===== src/rtl/thermal_event_handler_pkg.sv =====
// Shared constants for the thermal event handler slice.
// Holds the socket / memory-VR counts, the thermal_cause bit positions and
// the FSM state encodings.
// Optional feature macro used elsewhere in the slice: THERMAL_ALERT_THROTTLE_EN.
package thermal_event_handler_pkg;

    localparam int unsigned NUM_CPU   = 2;
    localparam int unsigned NUM_MEMVR = 4;

    // thermal_cause bit positions
    localparam int unsigned CAUSE_W           = 4;
    localparam int unsigned CAUSE_CPU_TRIP    = 0;
    localparam int unsigned CAUSE_SENSOR_TRIP = 1;
    localparam int unsigned CAUSE_VR_HOT      = 2;
    localparam int unsigned CAUSE_MEM_ALERT   = 3;

    // FSM state encodings
    localparam logic [2:0] ST_DISARMED = 3'd0;
    localparam logic [2:0] ST_ARM_WAIT = 3'd1;
    localparam logic [2:0] ST_ARMED    = 3'd2;
    localparam logic [2:0] ST_SHUTDOWN = 3'd3;
    localparam logic [2:0] ST_LOCKOUT  = 3'd4;

endpackage


===== src/rtl/thermal_event_handler_if.sv =====
// Signal bundle between the thermal qualifier / sequencer / BMC side (master)
// and the thermal event handler (slave).
// Inputs to the handler: t1ms, st_steady_pwrok, or_all_cpu_thermtrip,
//   sensor_thermtrip, qual_cpu_vr_hot_n, qual_mem_vr_hot_n,
//   qual_cpu_ab_alert, qual_cpu_cd_alert, bmc_clr.
// Outputs from the handler: thermtrip_ena, thermal_shutdown_req, pwr_lockout,
//   cpu_prochot_n, thermal_cause, thermal_irq_n.
// Used with or without THERMAL_ALERT_THROTTLE_EN; the bundle is identical.
interface thermal_event_handler_if #(
    parameter int unsigned NUM_CPU   = thermal_event_handler_pkg::NUM_CPU,
    parameter int unsigned NUM_MEMVR = thermal_event_handler_pkg::NUM_MEMVR
);
    logic                 t1ms;
    logic                 st_steady_pwrok;
    logic                 or_all_cpu_thermtrip;
    logic                 sensor_thermtrip;
    logic [NUM_CPU-1:0]   qual_cpu_vr_hot_n;
    logic [NUM_MEMVR-1:0] qual_mem_vr_hot_n;
    logic [NUM_CPU-1:0]   qual_cpu_ab_alert;
    logic [NUM_CPU-1:0]   qual_cpu_cd_alert;
    logic                 bmc_clr;

    logic                 thermtrip_ena;
    logic                 thermal_shutdown_req;
    logic                 pwr_lockout;
    logic [NUM_CPU-1:0]   cpu_prochot_n;
    logic [3:0]           thermal_cause;
    logic                 thermal_irq_n;

    modport master (
        output t1ms, st_steady_pwrok, or_all_cpu_thermtrip, sensor_thermtrip,
               qual_cpu_vr_hot_n, qual_mem_vr_hot_n, qual_cpu_ab_alert,
               qual_cpu_cd_alert, bmc_clr,
        input  thermtrip_ena, thermal_shutdown_req, pwr_lockout,
               cpu_prochot_n, thermal_cause, thermal_irq_n
    );

    modport slave (
        input  t1ms, st_steady_pwrok, or_all_cpu_thermtrip, sensor_thermtrip,
               qual_cpu_vr_hot_n, qual_mem_vr_hot_n, qual_cpu_ab_alert,
               qual_cpu_cd_alert, bmc_clr,
        output thermtrip_ena, thermal_shutdown_req, pwr_lockout,
               cpu_prochot_n, thermal_cause, thermal_irq_n
    );

endinterface


===== src/rtl/thermal_event_handler_hot_stretch.sv =====
// One PROCHOT# channel: asserts prochot_n low while src is high and keeps it
// low for HOT_STRETCH_MS ms ticks after src releases.
// Ports: clk, rst_n (async active-low), src (throttle source), t1ms (1 ms
//   tick), clear (forces release and clears the count), prochot_n (out).
// Not affected by THERMAL_ALERT_THROTTLE_EN; the top decides what feeds src.
module thermal_event_handler_hot_stretch #(
    parameter int unsigned CNT_W          = 8,
    parameter int unsigned HOT_STRETCH_MS = 5
) (
    input  logic clk,
    input  logic rst_n,
    input  logic src,
    input  logic t1ms,
    input  logic clear,
    output logic prochot_n
);

    logic             active;
    logic             src_q;
    logic [CNT_W-1:0] cnt;

    always_ff @(posedge clk or negedge rst_n) begin
        if (!rst_n) begin
            active <= 1'b0;
            src_q  <= 1'b0;
            cnt    <= '0;
        end else begin
            src_q <= src;
            if (clear) begin
                active <= 1'b0;
                cnt    <= '0;
            end else if (src) begin
                active <= 1'b1;
                cnt    <= '0;
            end else if (active) begin
                if (cnt == CNT_W'(HOT_STRETCH_MS)) begin
                    active <= 1'b0;
                    cnt    <= '0;
                end else if (t1ms && !src_q) begin
                    // a tick coinciding with the source falling edge is dropped
                    cnt <= cnt + 1'b1;
                end
            end
        end
    end

    assign prochot_n = ~active;

endmodule


===== src/rtl/thermal_event_handler.sv =====
// Thermal event handler: arms thermtrip after steady power good, requests
// shutdown on a qualified thermtrip, locks out power-on until the BMC clears,
// drives stretched per-CPU PROCHOT# and keeps sticky cause bits + BMC irq.
// Ports: clk, pgd_p3v3_stby_async (async active-low reset), bus (slave side
//   of thermal_event_handler_if carrying all qualifier/BMC signals).
// Macro THERMAL_ALERT_THROTTLE_EN: when defined, memory alerts also drive
//   PROCHOT# (and hence the VR-hot cause); otherwise alerts only set cause[3].
module thermal_event_handler
    import thermal_event_handler_pkg::*;
#(
    parameter int unsigned NUM_CPU        = thermal_event_handler_pkg::NUM_CPU,
    parameter int unsigned NUM_MEMVR      = thermal_event_handler_pkg::NUM_MEMVR,
    parameter int unsigned ARM_DLY_MS     = 10,
    parameter int unsigned HOT_STRETCH_MS = 5,
    parameter int unsigned CNT_W          = 8
) (
    input logic                   clk,
    input logic                   pgd_p3v3_stby_async,
    thermal_event_handler_if.slave bus
);

    localparam int unsigned G = NUM_MEMVR / NUM_CPU;

    logic [2:0]         state, state_nx;
    logic [CNT_W-1:0]   arm_cnt, arm_cnt_nx;
    logic [NUM_CPU-1:0] src;
    logic [NUM_CPU-1:0] alert;
    logic [NUM_CPU-1:0] prochot_n;
    logic [CAUSE_W-1:0] cause, cause_set, cause_active, cause_nx;
    logic               trip;
    logic               trip_window;
    logic               hot_window;

    assign trip = bus.or_all_cpu_thermtrip | bus.sensor_thermtrip;

    for (genvar i = 0; i < NUM_CPU; i++) begin : g_cpu
        assign alert[i] = bus.qual_cpu_ab_alert[i] | bus.qual_cpu_cd_alert[i];
`ifdef THERMAL_ALERT_THROTTLE_EN
        assign src[i] = ~bus.qual_cpu_vr_hot_n[i] | ~&bus.qual_mem_vr_hot_n[i*G +: G]
                      | alert[i];
`else
        assign src[i] = ~bus.qual_cpu_vr_hot_n[i] | ~&bus.qual_mem_vr_hot_n[i*G +: G];
`endif

        thermal_event_handler_hot_stretch #(
            .CNT_W          (CNT_W),
            .HOT_STRETCH_MS (HOT_STRETCH_MS)
        ) u_hot_stretch (
            .clk       (clk),
            .rst_n     (pgd_p3v3_stby_async),
            .src       (src[i]),
            .t1ms      (bus.t1ms),
            .clear     (state == ST_DISARMED),
            .prochot_n (prochot_n[i])
        );
    end

    assign bus.cpu_prochot_n = prochot_n;

    always_comb begin
        state_nx   = state;
        arm_cnt_nx = arm_cnt;
        case (state)
            ST_DISARMED: begin
                arm_cnt_nx = '0;
                if (bus.st_steady_pwrok) state_nx = ST_ARM_WAIT;
            end
            ST_ARM_WAIT: begin
                if (!bus.st_steady_pwrok)                   state_nx = ST_DISARMED;
                else if (arm_cnt == CNT_W'(ARM_DLY_MS))     state_nx = ST_ARMED;
                else if (bus.t1ms)                          arm_cnt_nx = arm_cnt + 1'b1;
            end
            ST_ARMED: begin
                // thermtrip has priority over a simultaneous pwrok loss
                if (trip)                       state_nx = ST_SHUTDOWN;
                else if (!bus.st_steady_pwrok)  state_nx = ST_DISARMED;
            end
            ST_SHUTDOWN: begin
                if (!bus.st_steady_pwrok) state_nx = ST_LOCKOUT;
            end
            ST_LOCKOUT: begin
                if (bus.bmc_clr) state_nx = ST_DISARMED;
            end
            default: state_nx = ST_DISARMED;
        endcase
    end

    always_comb begin
        trip_window = (state == ST_ARMED) || (state == ST_SHUTDOWN);
        hot_window  = trip_window || (state == ST_ARM_WAIT);

        cause_set                    = '0;
        cause_set[CAUSE_CPU_TRIP]    = trip_window & bus.or_all_cpu_thermtrip;
        cause_set[CAUSE_SENSOR_TRIP] = trip_window & bus.sensor_thermtrip;
        cause_set[CAUSE_VR_HOT]      = hot_window & (|src);
        cause_set[CAUSE_MEM_ALERT]   = |alert;

        cause_active                    = '0;
        cause_active[CAUSE_CPU_TRIP]    = bus.or_all_cpu_thermtrip;
        cause_active[CAUSE_SENSOR_TRIP] = bus.sensor_thermtrip;
        cause_active[CAUSE_VR_HOT]      = |src;
        cause_active[CAUSE_MEM_ALERT]   = |alert;

        // clear only bits whose source is idle; a new set always wins
        cause_nx = (cause & ~({CAUSE_W{bus.bmc_clr}} & ~cause_active)) | cause_set;
    end

    always_ff @(posedge clk or negedge pgd_p3v3_stby_async) begin
        if (!pgd_p3v3_stby_async) begin
            state                    <= ST_DISARMED;
            arm_cnt                  <= '0;
            cause                    <= '0;
            bus.thermtrip_ena        <= 1'b0;
            bus.thermal_shutdown_req <= 1'b0;
            bus.pwr_lockout          <= 1'b0;
            bus.thermal_irq_n        <= 1'b1;
        end else begin
            state                    <= state_nx;
            arm_cnt                  <= arm_cnt_nx;
            cause                    <= cause_nx;
            bus.thermtrip_ena        <= (state_nx == ST_ARMED) || (state_nx == ST_SHUTDOWN);
            bus.thermal_shutdown_req <= (state_nx == ST_SHUTDOWN);
            bus.pwr_lockout          <= (state_nx == ST_LOCKOUT);
            bus.thermal_irq_n        <= ~|cause_nx;
        end
    end

    assign bus.thermal_cause = cause;

endmodule

===== src/flat_wrapper.sv =====
// flat-port wrapper written by rule: the top's interface ports become plain ports
module thermal_event_handler_flat import thermal_event_handler_pkg::*;
#(
    parameter int unsigned NUM_CPU        = thermal_event_handler_pkg::NUM_CPU,
    parameter int unsigned NUM_MEMVR      = thermal_event_handler_pkg::NUM_MEMVR,
    parameter int unsigned ARM_DLY_MS     = 10,
    parameter int unsigned HOT_STRETCH_MS = 5,
    parameter int unsigned CNT_W          = 8
)
  (clk, pgd_p3v3_stby_async, bus_t1ms, bus_st_steady_pwrok, bus_or_all_cpu_thermtrip, bus_sensor_thermtrip, bus_qual_cpu_vr_hot_n, bus_qual_mem_vr_hot_n, bus_qual_cpu_ab_alert, bus_qual_cpu_cd_alert, bus_bmc_clr, bus_thermtrip_ena, bus_thermal_shutdown_req, bus_pwr_lockout, bus_cpu_prochot_n, bus_thermal_cause, bus_thermal_irq_n);
  thermal_event_handler_if #(.NUM_CPU(NUM_CPU), .NUM_MEMVR(NUM_MEMVR)) bus_i ();
  input logic clk;
  input logic pgd_p3v3_stby_async;
  input wire logic [$bits(bus_i.t1ms)-1:0] bus_t1ms;
  input wire logic [$bits(bus_i.st_steady_pwrok)-1:0] bus_st_steady_pwrok;
  input wire logic [$bits(bus_i.or_all_cpu_thermtrip)-1:0] bus_or_all_cpu_thermtrip;
  input wire logic [$bits(bus_i.sensor_thermtrip)-1:0] bus_sensor_thermtrip;
  input wire logic [$bits(bus_i.qual_cpu_vr_hot_n)-1:0] bus_qual_cpu_vr_hot_n;
  input wire logic [$bits(bus_i.qual_mem_vr_hot_n)-1:0] bus_qual_mem_vr_hot_n;
  input wire logic [$bits(bus_i.qual_cpu_ab_alert)-1:0] bus_qual_cpu_ab_alert;
  input wire logic [$bits(bus_i.qual_cpu_cd_alert)-1:0] bus_qual_cpu_cd_alert;
  input wire logic [$bits(bus_i.bmc_clr)-1:0] bus_bmc_clr;
  output wire logic [$bits(bus_i.thermtrip_ena)-1:0] bus_thermtrip_ena;
  output wire logic [$bits(bus_i.thermal_shutdown_req)-1:0] bus_thermal_shutdown_req;
  output wire logic [$bits(bus_i.pwr_lockout)-1:0] bus_pwr_lockout;
  output wire logic [$bits(bus_i.cpu_prochot_n)-1:0] bus_cpu_prochot_n;
  output wire logic [$bits(bus_i.thermal_cause)-1:0] bus_thermal_cause;
  output wire logic [$bits(bus_i.thermal_irq_n)-1:0] bus_thermal_irq_n;
  assign bus_i.t1ms = bus_t1ms;
  assign bus_i.st_steady_pwrok = bus_st_steady_pwrok;
  assign bus_i.or_all_cpu_thermtrip = bus_or_all_cpu_thermtrip;
  assign bus_i.sensor_thermtrip = bus_sensor_thermtrip;
  assign bus_i.qual_cpu_vr_hot_n = bus_qual_cpu_vr_hot_n;
  assign bus_i.qual_mem_vr_hot_n = bus_qual_mem_vr_hot_n;
  assign bus_i.qual_cpu_ab_alert = bus_qual_cpu_ab_alert;
  assign bus_i.qual_cpu_cd_alert = bus_qual_cpu_cd_alert;
  assign bus_i.bmc_clr = bus_bmc_clr;
  assign bus_thermtrip_ena = bus_i.thermtrip_ena;
  assign bus_thermal_shutdown_req = bus_i.thermal_shutdown_req;
  assign bus_pwr_lockout = bus_i.pwr_lockout;
  assign bus_cpu_prochot_n = bus_i.cpu_prochot_n;
  assign bus_thermal_cause = bus_i.thermal_cause;
  assign bus_thermal_irq_n = bus_i.thermal_irq_n;
  thermal_event_handler #(.NUM_CPU(NUM_CPU), .NUM_MEMVR(NUM_MEMVR), .ARM_DLY_MS(ARM_DLY_MS), .HOT_STRETCH_MS(HOT_STRETCH_MS), .CNT_W(CNT_W)) u_core (.clk(clk), .pgd_p3v3_stby_async(pgd_p3v3_stby_async), .bus(bus_i));
endmodule

===== config.mk =====
export PLATFORM = sky130hd
export DESIGN_NAME = thermal_event_handler_flat
export DESIGN_NICKNAME = d
export VERILOG_FILES = /design/src/rtl/thermal_event_handler_pkg.sv /design/src/rtl/thermal_event_handler_if.sv /design/src/rtl/thermal_event_handler_hot_stretch.sv /design/src/rtl/thermal_event_handler.sv /design/src/flat_wrapper.sv
export SDC_FILE = /design/constraint.sdc
export NUM_CORES = 1
export LEC_CHECK = 0
export CAP_MARGIN = 20
export CORE_MARGIN = 2
export CORE_UTILIZATION = 50
export CTS_BUF_LIST = sky130_fd_sc_hd__clkbuf_2 sky130_fd_sc_hd__clkbuf_4 sky130_fd_sc_hd__clkbuf_8
export DETAILED_ROUTE_END_ITERATION = 7
export PLACE_DENSITY = 0.73
export SKIP_CTS_REPAIR_TIMING = 1
export SYNTH_ARGS = -nofsm -noshare
export SYNTH_HDL_FRONTEND = slang
export SYNTH_HIERARCHICAL = 1
export SYNTH_SLANG_ARGS = --single-unit

===== constraint.sdc =====
create_clock -name clk -period 5.7 [get_ports clk]
set_input_delay 1.14 -clock clk [delete_from_list [all_inputs] [get_ports clk]]
set_output_delay 1.14 -clock clk [all_outputs]
set_load 0.03 [all_outputs]

==> results.md <==
* Synth Net Count at 242
* Area share of the largest cell type after synthesis at 43.8%
* Detailed Route Iter0 Violations at 120
* Critical path type: in -> reg
* Leakage at 1.01 nW
* CTS Sinks at 39
* Cell variety after synth at 43
* Synthesized flop and latch total at 39
* Cells after Synth at 219
* Largest net degree at the start of global routing at 40
* N_diodes at 0
* Clk pin slew, worst setup/hold paths at 0.08 ns
* Post-Synth Simple-Gate Area at 23.5%
* Synth Area in Adders at 3.45%
* Gr usage total at 19.1%
* Fill cell count at 350
* Power Density at 237 nW/um^2
* VDD IR max at 138 uV
* CP arrival at 2.85 ns
* Area delta synth->final at 19.5%
* Syn_area_per_cell at 9.92 um^2
* Post-route ant nets at 0
* Area leader, netlist: dfrtp_1
* Max-cap violations at 0
* Worst-case reg-to-reg path depth at 4
* Crit path cell chain: clkdlybuf4s50_1, nand3_1, nor3_1, nor4b_1, mux2i_1
* CTS H-tree depth at 2
* Height of the die at 69.9 um
* Final Hold Viols at 0
* First drt pass iteration count at 4
* Initial antenna violation count at 0
* Grt ovf at 0
* Starting density of the core at 53.2%
* Clk Latency, worst-skew pair at 0.30 ns
* Bufs on Longest Clock Path at 2
* Utilization after layout at 63.5%
* Min Clock Period, post-route at 2.67 ns
* Core region area at 4090 um^2
* Status: finished, final reports clean
* Worst Hold Depth at 2
* Top Family by Delay on Critical Path: simple AND/OR/NAND/NOR gates
* Die width at 69.9 um
* Critical path buffers and inverters at 1
* Reg-to-reg endpoint: u_core/g_cpu[1].u_hot_stretch/cnt[6]
* Routed len/inst at 14.2 um
* Critical path required time at 5.88 ns
* Root Buffer: clkbuf_8
* Max Slew Vio Count at 0
* YS warnings at 6
* Worst reg-to-reg setup slack at 3.56 ns
* Crit path max fanout at 9
* Worst Hold Launch: u_core/bus.thermal_cause[2]
* Post-synthesis mux area share at 1.96%
* Min-Delay Path Class: reg -> reg
* Clock buffers created by TritonCTS at 5
* F_max at 0.374 GHz
* Worst relative slew slack at 44.8%
* EDFF count, synth at 0
* Setup TNS at 0 ns
* Largest family of logic cells by synthesized area: simple AND/OR/NAND/NOR gates
* Critical path's slowest cell: nor3_1
* I/O pins at 27
* Sequential share of the synthesized area at 45.0%
* Share of cells above drive strength 1 at 9.27%
* FP Rows at 23
* Routed wire length at 4250 um
* Post-route design area at 2600 um^2
* Worst Hold End: u_core/bus.thermal_cause[2]
* GPL Wtd Cong at 0.799
* RSZ-0062 raised after global routing: false
* Port-buffer cells at 26
* Final net count at 270
* Vias in the first global route at 1717
* Xor/xnor cell area share of the yosys netlist at 0.806%
* Fraction of registers with async set/reset at 100%
* Via density at 6.03
* Setup crit end kind: flop
* Commonest non-fill, non-tap cell in the layout: dfrtp_1
* Tcrit/Tclk final at 46.9%
* Synth Area in Compound Gates at 20.8%
* DR vias at 1796
* FF-to-FF Start: u_core/state[0]
* CTS tree: built
* Post-DP Area at 2460 um^2
* Drc violations at 0
* Delay of the slowest cell on the worst path at 0.71 ns
* Ys flop type: dfrtp_1
* Total die area at 4890 um^2
* Clock skew at 0.00438 ns
* Worst slew pin tran at 0.829 ns
* Final setup fails at 0
* Placed wire-length estimate at 3030 um
* Mapped cell area at 2170 um^2
* First-pass GRT wire length at 7530 um
* Largest cells by area after synthesis: dfrtp_1 44%, a21oi_1 4.8%, ha_1 3.5%
* Critical Path Start Type: input port
* Commonest cells after routing, fill and taps aside: 38 x dfrtp_1, 25 x clkdlybuf4s50_1, 21 x a21oi_1, 18 x inv_1, 12 x nor2_1
-- metrics by stage --
step | cells | worst slack, ns | hold WS (ns) | power (mW)
after floorplan | 219 | 3.46 | 0.526 | 0.316
after global placement | 290 | 2.76 | 0.542 | 0.341
after detailed placement | 290 | 2.71 | 0.544 | 0.342
after CTS | 298 | 3.03 | 0.562 | 0.623
after global routing | 298 | 2.86 | 0.592 | 0.641
final | 298 | 3.03 | 0.563 | 0.616
-- tightest hold or removal path, delay by kind of cell (launching register included) --
kind	cells	cell delay (ns)
AO/OA/AOI/OAI	2	0.17
flip-flops	1	0.35
-- worst max-delay path by stage --
stage	from	to	cells past startpoint
5_1_grt	bus_qual_cpu_vr_hot_n[0]	u_core/g_cpu[0].u_hot_stretch/cnt[2]	5
3_5_place_dp	bus_qual_cpu_vr_hot_n[0]	u_core/g_cpu[0].u_hot_stretch/cnt[7]	5
6_report	bus_qual_cpu_vr_hot_n[0]	u_core/g_cpu[0].u_hot_stretch/cnt[7]	5
3_3_place_gp	bus_qual_cpu_vr_hot_n[0]	u_core/g_cpu[0].u_hot_stretch/cnt[7]	5
4_1_cts	bus_qual_cpu_vr_hot_n[0]	u_core/g_cpu[0].u_hot_stretch/cnt[7]	5
2_1_floorplan	bus_qual_cpu_vr_hot_n[0]	u_core/g_cpu[0].u_hot_stretch/cnt[7]	4
-- report_power, final --
part	leakage, nW	switching [mW]	total [mW]	internal (mW)
combinational	0.430	0.0251	0.0471	0.0220
sequential	0.515	0.00784	0.289	0.281
clock	0.0688	0.100	0.280	0.180
total	1.01	0.133	0.616	0.483
-- logic make-up (layout without fill, tap and decap cells) --
family | after synthesis | in the layout
AO/OA/AOI/OAI | 64 | 64
XOR/XNOR | 2 | 2
adder cells (fa/ha/maj) | 6 | 6
buffers and inverters | 23 | 52
flip-flops | 39 | 39
multiplexers | 4 | 4
AND/OR/NAND/NOR | 81 | 81
-- area by class of cell --
type                            count  area, um^2  share of cell area, %
Multi-Input combinational cell    157        1100                   42.3
Clock inverter                      2        60.1                   2.31
Sequential cell                    39         977                   37.6
Timing Repair Buffer               26         255                   9.83
Inverter                           18        67.6                   2.60
Clock buffer                        6        76.3                   2.94
Tap cell                           50        62.6                   2.41
-- routing by layer --
metal  routed length (um)  vias up  GRT usage, %
met2                 1980       40          29.8
met5                    0        -             0
li1                     -      886             -
met3                  190        7          4.91
met4                   63        0          7.91
met1                 2010      863          25.3
-- Yosys cell counts (all sizes together), types with 6 or more instances --
master and number:
a21oi 21, or3 6, nor2 13, nand2 8, o31ai 10, o21ai 13, nor3 6, nand3 10
dfrtp 38, or4 6, ha 6, inv 18
-- flip-flops by register name, indices dropped and copies added, names as in the netlist --
register,count
u_core/arm_cnt,8
u_core/bus.pwr_lockout,1
u_core/bus.thermal_cause,4
u_core/bus.thermal_irq_n,1
u_core/bus.thermal_shutdown_req,1
u_core/bus.thermtrip_ena,1
u_core/g_cpu.u_hot_stretch/active,2
u_core/g_cpu.u_hot_stretch/cnt,16
u_core/g_cpu.u_hot_stretch/src_q,2
u_core/state,3
Power figures use the tool's default switching activity.
